===== config.mk =====
export PLATFORM = sky130hd
export DESIGN_NAME = paddle_key_ctrl
export DESIGN_NICKNAME = d
export VERILOG_FILES = /design/src/rtl/paddle_ctrl_pkg.sv /design/src/rtl/paddle_key_ctrl_key_debounce.sv /design/src/rtl/paddle_key_ctrl.sv
export SDC_FILE = /design/constraint.sdc
export NUM_CORES = 1
export LEC_CHECK = 0
export CORE_MARGIN = 1.5
export CORE_UTILIZATION = 40
export CTS_CLUSTER_DIAMETER = 120
export DETAILED_ROUTE_END_ITERATION = 16
export SLEW_MARGIN = 40
export SYNTH_ARGS = -nofsm -noshare
export SYNTH_HDL_FRONTEND = slang
export SYNTH_HIERARCHICAL = 1
export SYNTH_SLANG_ARGS = --single-unit

===== constraint.sdc =====
create_clock -name clk -period 3 [get_ports clk]
set_input_delay 0.6 -clock clk [delete_from_list [all_inputs] [get_ports clk]]
set_output_delay 0.6 -clock clk [all_outputs]
set_load 0.005 [all_outputs]

===== src/rtl/paddle_ctrl_pkg.sv =====
// paddle_ctrl_pkg: key indices, line FSM encoding and position width shared by paddle_key_ctrl
package paddle_ctrl_pkg;
    localparam int KEY_LEFT   = 0;
    localparam int KEY_RIGHT  = 1;
    localparam int KEY_FAST   = 2;
    localparam int KEY_CENTRE = 3;
    localparam int POS_W      = 8;
    localparam int HCNT_W     = 9;
    typedef logic [POS_W-1:0] pos_t;
    typedef enum logic [1:0] {IDLE, COUNT, PULSE} line_state_e;
endpackage


===== src/rtl/paddle_key_ctrl_key_debounce.sv =====
// key_debounce: 2-FF synchroniser plus stability debouncer for one key (debouncer only when PADDLE_KEY_DEBOUNCE_EN is defined)
module key_debounce #(
    parameter int DEB_CYCLES = 50000
) (
    input  logic clk,
    input  logic reset,
    input  logic key_i,
    output logic key_o
);
    logic meta_q, sync_q;
    // two-stage synchroniser for the asynchronous key pin
    always_ff @(posedge clk or posedge reset) begin
        if (reset) begin
            meta_q <= 1'b0;
            sync_q <= 1'b0;
        end else begin
            meta_q <= key_i;
            sync_q <= meta_q;
        end
    end
`ifdef PADDLE_KEY_DEBOUNCE_EN
    localparam int CNT_W = $clog2(DEB_CYCLES + 1);
    logic [CNT_W-1:0] cnt_q, cnt_d;
    logic deb_q, deb_d, diff, hit;
    assign diff = sync_q != deb_q;
    assign hit  = cnt_q == CNT_W'(DEB_CYCLES - 1);
    // count cycles of disagreement; any agreement restarts the count
    always_comb begin
        cnt_d = (!diff || hit) ? '0 : cnt_q + 1'b1;
        deb_d = (diff && hit) ? sync_q : deb_q;
    end
    // debounce state register
    always_ff @(posedge clk or posedge reset) begin
        if (reset) begin
            cnt_q <= '0;
            deb_q <= 1'b0;
        end else begin
            cnt_q <= cnt_d;
            deb_q <= deb_d;
        end
    end
    assign key_o = deb_q;
`else
    assign key_o = sync_q;
`endif
endmodule


===== src/rtl/paddle_key_ctrl.sv =====
// paddle_key_ctrl: keys -> per-frame paddle position -> per-line hpaddle pulse (key debouncing with PADDLE_KEY_DEBOUNCE_EN)
module paddle_key_ctrl
    import paddle_ctrl_pkg::*;
#(
    parameter int DEB_CYCLES = 50000,
    parameter int H_BACK     = 23,
    parameter int PAD_MIN    = 0,
    parameter int PAD_MAX    = 224,
    parameter int PAD_RESET  = 112,
    parameter int STEP       = 2,
    parameter int FAST_STEP  = 6
) (
    input  logic             clk,
    input  logic             reset,
    input  logic             pix_en,
    input  logic [3:0]       keys,
    input  logic             hsync,
    input  logic             vsync,
    output logic             hpaddle,
    output logic [POS_W-1:0] paddle_pos
);
    logic [3:0] key_db;
    for (genvar i = 0; i < 4; i++) begin : g_key
        key_debounce #(.DEB_CYCLES(DEB_CYCLES)) u_key (
            .clk  (clk),
            .reset(reset),
            .key_i(keys[i]),
            .key_o(key_db[i])
        );
    end

    logic hs_q, vs_q, hs_fall, hs_rise, vs_rise;
    // core syncs are only meaningful on pixel enables
    always_ff @(posedge clk or posedge reset) begin
        if (reset) begin
            hs_q <= 1'b0;
            vs_q <= 1'b0;
        end else if (pix_en) begin
            hs_q <= hsync;
            vs_q <= vsync;
        end
    end
    assign hs_fall = pix_en && !hsync && hs_q;
    assign hs_rise = pix_en && hsync && !hs_q;
    assign vs_rise = pix_en && vsync && !vs_q;

    pos_t                     pos_q, pos_d;
    logic        [HCNT_W-1:0] step, pos_inc;
    logic signed [HCNT_W-1:0] pos_dec;
    assign step    = key_db[KEY_FAST] ? HCNT_W'(FAST_STEP) : HCNT_W'(STEP);
    assign pos_dec = $signed({1'b0, pos_q}) - $signed(step);
    assign pos_inc = {1'b0, pos_q} + step;
    // once-per-frame move: centre wins, then a single direction key, with clamping at both stops
    always_comb begin
        pos_d = pos_q;
        if (vs_rise) begin
            if (key_db[KEY_CENTRE])
                pos_d = POS_W'(PAD_RESET);
            else if (key_db[KEY_LEFT] && !key_db[KEY_RIGHT])
                pos_d = (pos_dec < $signed(HCNT_W'(PAD_MIN))) ? POS_W'(PAD_MIN) : pos_dec[POS_W-1:0];
            else if (key_db[KEY_RIGHT] && !key_db[KEY_LEFT])
                pos_d = (pos_inc > HCNT_W'(PAD_MAX)) ? POS_W'(PAD_MAX) : pos_inc[POS_W-1:0];
        end
    end
    // paddle position register
    always_ff @(posedge clk or posedge reset) begin
        if (reset) pos_q <= POS_W'(PAD_RESET);
        else       pos_q <= pos_d;
    end

    line_state_e       state_q, state_d;
    logic [HCNT_W-1:0] hcnt_q, hcnt_inc;
    pos_t              line_pos_q;
    logic              hcnt_max, hit;
    assign hcnt_inc = hcnt_q + 1'b1;
    assign hcnt_max = &hcnt_q;
    assign hit      = hcnt_inc == HCNT_W'(H_BACK) + {1'b0, line_pos_q};
    // line FSM state register
    always_ff @(posedge clk or posedge reset) begin
        if (reset) state_q <= IDLE;
        else       state_q <= state_d;
    end
    // line FSM next state: count from hsync fall, pulse for one pixel, abort on hsync rise or counter saturation
    always_comb begin
        state_d = state_q;
        case (state_q)
            IDLE:    state_d = hs_fall ? COUNT : IDLE;
            COUNT:   state_d = (hs_rise || (pix_en && hcnt_max)) ? IDLE : (pix_en && hit) ? PULSE : COUNT;
            PULSE:   state_d = pix_en ? IDLE : PULSE;
            default: state_d = IDLE;
        endcase
    end
    // line counter and the position latched for the whole line
    always_ff @(posedge clk or posedge reset) begin
        if (reset) begin
            hcnt_q     <= '0;
            line_pos_q <= '0;
        end else if (state_q == IDLE && hs_fall) begin
            hcnt_q     <= '0;
            line_pos_q <= pos_q;
        end else if (state_q == COUNT && pix_en && !hcnt_max) begin
            hcnt_q     <= hcnt_inc;
        end
    end
    // outputs: pulse is high exactly while in PULSE
    always_comb begin
        hpaddle    = state_q == PULSE;
        paddle_pos = pos_q;
    end
endmodule


==> flow_summary.json <==
{
  "status": "complete, no violations",
  "hp-class": "flop to flop",
  "grt-ovfl-total": 0,
  "crit_arrival_ns": 2.73,
  "period_needed_ns": 2.551,
  "yosys.area.top_type": "dfrtp_1",
  "rows": 26,
  "drtIter0Drc": 107,
  "fp.dieW_um": 76.03,
  "core-area_sq_mm": 0.005140,
  "cp-start-kind": "flop",
  "synth_cell_types": 48,
  "cts.repair.resized": 0,
  "cap_violations": 0,
  "num_antenna_cells": 0,
  "min_path_cells": 0,
  "ys_seq_area_share_pct": 41.23,
  "vias": 1671,
  "die_h_um": 76.03,
  "p_total_mw": 1.849,
  "n_fill_cell": 516,
  "final_nets": 260,
  "drv_slew": 0,
  "hold_slack_ns": 0.3509,
  "final_cells": 315,
  "rsz0062_at_grt": "false",
  "synth_area_leaders": "dfrtp_1 (38%), xnor2_1 (5.7%), o21ai_0 (4.9%), nand2_1 (4.8%), dfstp_2 (3.7%)",
  "fin_worst_skew_ns": 0.009251,
  "syn_avg_cell_area_sq_um": 9.481,
  "clk_latency_ns": 0.29,
  "synth_nets": 241,
  "clk_path_buf_depth": 2,
  "r2r_end": "paddle_pos[4]$_DFFE_PP1P_",
  "relSlewSlack_pct": 52.86,
  "multi_input_area_sq_mm": 0.001146,
  "cp_max_fo": 8,
  "cts-root-buf": "clkbuf_8",
  "required_ns": 3.18,
  "dieArea_sq_mm": 0.005781,
  "dr.pass1.iters": 5,
  "start_util_pct": 41.50,
  "yosys_warnings": 6,
  "grt_pass1_vias": 1589,
  "vdd_drop_max_uv": 410.2,
  "final-seq-area_sq_um": 879.6,
  "tightestPinTransition_ns": 0.7028,
  "synthArstFlopShare_pct": 100.0,
  "hold_viol": 0,
  "wl_um": 4478,
  "fmax_mhz": 392.0,
  "drc": 0,
  "cts_setup_buffers": 0,
  "grt_first_pass_wirelength_um": 7762,
  "rrSetupSlack_ns": 0.45,
  "min_from": "g_key[2].u_key/meta_q$_DFF_PP0_",
  "io_buffers": 16,
  "grt_max_degree": 20,
  "synth_area_sq_mm": 0.002133,
  "dpl.hpwl_um": 3338,
  "grt.total_usage_pct": 16.96,
  "path_class": "flop to flop",
  "cts_hold_buffers": 0,
  "cts-buffers-inserted": 5,
  "synth_common_cells": "dfrtp_1 (32), nand2_1 (27), o21ai_0 (21), inv_1 (16)",
  "wl_per_cell_um": 14.22,
  "finalCritPeriodShare_pct": 85.02,
  "placed_cells": 307,
  "synth_top_area_share_pct": 37.54,
  "cellPowerDensity_mw_per_mm2": 754.1,
  "layout-drive-gt1-share_pct": 9.796,
  "cts_tree": "built",
  "r2r-start": "paddle_pos[1]$_DFFE_PP0P_",
  "antenna_found_initial": 0,
  "synth-main-ff-cell": "dfrtp_1",
  "synth_edf_count": 0,
  "ant_nets": 0,
  "io_pins": 18,
  "gp_congestion": 0.8539,
  "cts-htree-levels": 2,
  "clk_pin_slew_ns": 0.07,
  "final.setup.tns_ns": 0,
  "synth_cells": 225,
  "synthMostInstantiatedCell": "dfrtp_1",
  "holdPathEnd": "g_key[2].u_key/key_o$_DFF_PP0_",
  "setup_violations": 0,
  "leakage_nw": 1.030,
  "area_delta_synth_final_pct": 14.96,
  "cts.sinks": 35,
  "worstSetupEndpointType": "flop",
  "vias_per_cell": 5.305,
  "synth-seq-cells": 35,
  "reg2reg_depth": 8
}
power breakdown:
part	switching, mW	internal (mW)
logic	0.378	0.386
registers	0.164	0.586
clock network	0.172	0.163
through the flow:
| stage | utilization [%] | cell area (sq um) | worst slack, ns |
|---|---|---|---|
| 2_1_floorplan | - | 2133 | 0.6999 |
| 4_1_cts | 47.71 | 2452 | 0.4223 |
| 5_1_grt | 47.71 | 2452 | 0.2466 |
| 6_report | 47.71 | 2452 | 0.4493 |
| 3_5_place_dp | 46.13 | 2371 | 0.4715 |
| 3_3_place_gp | 46.13 | 2371 | 0.5050 |
cell families (layout without fill, tap and decap cells):
group           after synthesis  after routing  synth area share, %
simple gates                 77             77                18.65
compound gates               53             53                17.19
flops                        35             35                41.23
buf+inv                      25             45                5.044
xor+xnor                     22             22                10.32
fa+ha+maj                     8              8                5.279
mux                           4              4                2.111
other cells                   1              1               0.1758
area by class of cell:
cell class | count | area share [%]
clock buffer | 7 | 3.112
timing repair buffer | 21 | 8.061
sequential | 35 | 35.87
multi-input combinational | 165 | 46.73
tap | 70 | 3.571
clock inverter | 1 | 0.2041
inverter | 16 | 2.449
sequential cells by signal, indices dropped and copies added (netlist names):
signal              cells
state_q                 2
hcnt_q                  9
hs_q                    1
vs_q                    1
g_key.u_key/key_o       4
line_pos_q              7
g_key.u_key/meta_q      4
paddle_pos              7
worst max-delay path, cell delays in order (launching register included):
cell	delay [ns]
dfrtp_1	0.49
inv_1	0.15
fa_1	0.50
nand3b_1	0.20
xnor2_1	0.21
maj3_1	0.37
inv_1	0.09
nor3_1	0.07
o41ai_1	0.37
layer usage:
layer,part of all wire (%),up-vias,GRT usage (%)
li1,-,817,-
met2,45,36,24.86
met3,3.6,6,3.593
met4,1.5,0,6.852
met1,50,812,24.37
met5,0,-,0
cell usage in the layout, fill, tap and decap left out, types with 4 or more instances in the layout:
| cell | synthesis | layout |
|---|---|---|
| a211oi_1 | 4 | 4 |
| a21oi_1 | 5 | 5 |
| buf_4 | 1 | 5 |
| clkbuf_8 | 0 | 5 |
| clkdlybuf4s50_1 | 0 | 16 |
| dfrtp_1 | 32 | 32 |
| ha_1 | 5 | 5 |
| inv_1 | 16 | 15 |
| mux2_2 | 4 | 4 |
| nand2_1 | 27 | 27 |
| nand3_1 | 14 | 14 |
| nor2_1 | 11 | 11 |
| nor2b_1 | 7 | 7 |
| o21ai_0 | 21 | 21 |
| xnor2_1 | 14 | 14 |
| xor2_1 | 6 | 6 |
worst max-delay path by stage:
stage	start	slack, ns	cells after the start	end
global route	paddle_pos[1]$_DFFE_PP0P_	0.25	8	paddle_pos[6]$_DFFE_PP1P_
floorplan	paddle_pos[1]$_DFFE_PP0P_	0.70	8	paddle_pos[4]$_DFFE_PP1P_
global placement	paddle_pos[1]$_DFFE_PP0P_	0.51	8	paddle_pos[4]$_DFFE_PP1P_
detailed placement	paddle_pos[1]$_DFFE_PP0P_	0.47	8	paddle_pos[4]$_DFFE_PP1P_
finish	paddle_pos[1]$_DFFE_PP0P_	0.45	8	paddle_pos[4]$_DFFE_PP1P_
CTS	paddle_pos[1]$_DFFE_PP0P_	0.42	8	paddle_pos[4]$_DFFE_PP1P_
No activity file was read; power rests on OpenSTA's default activity.
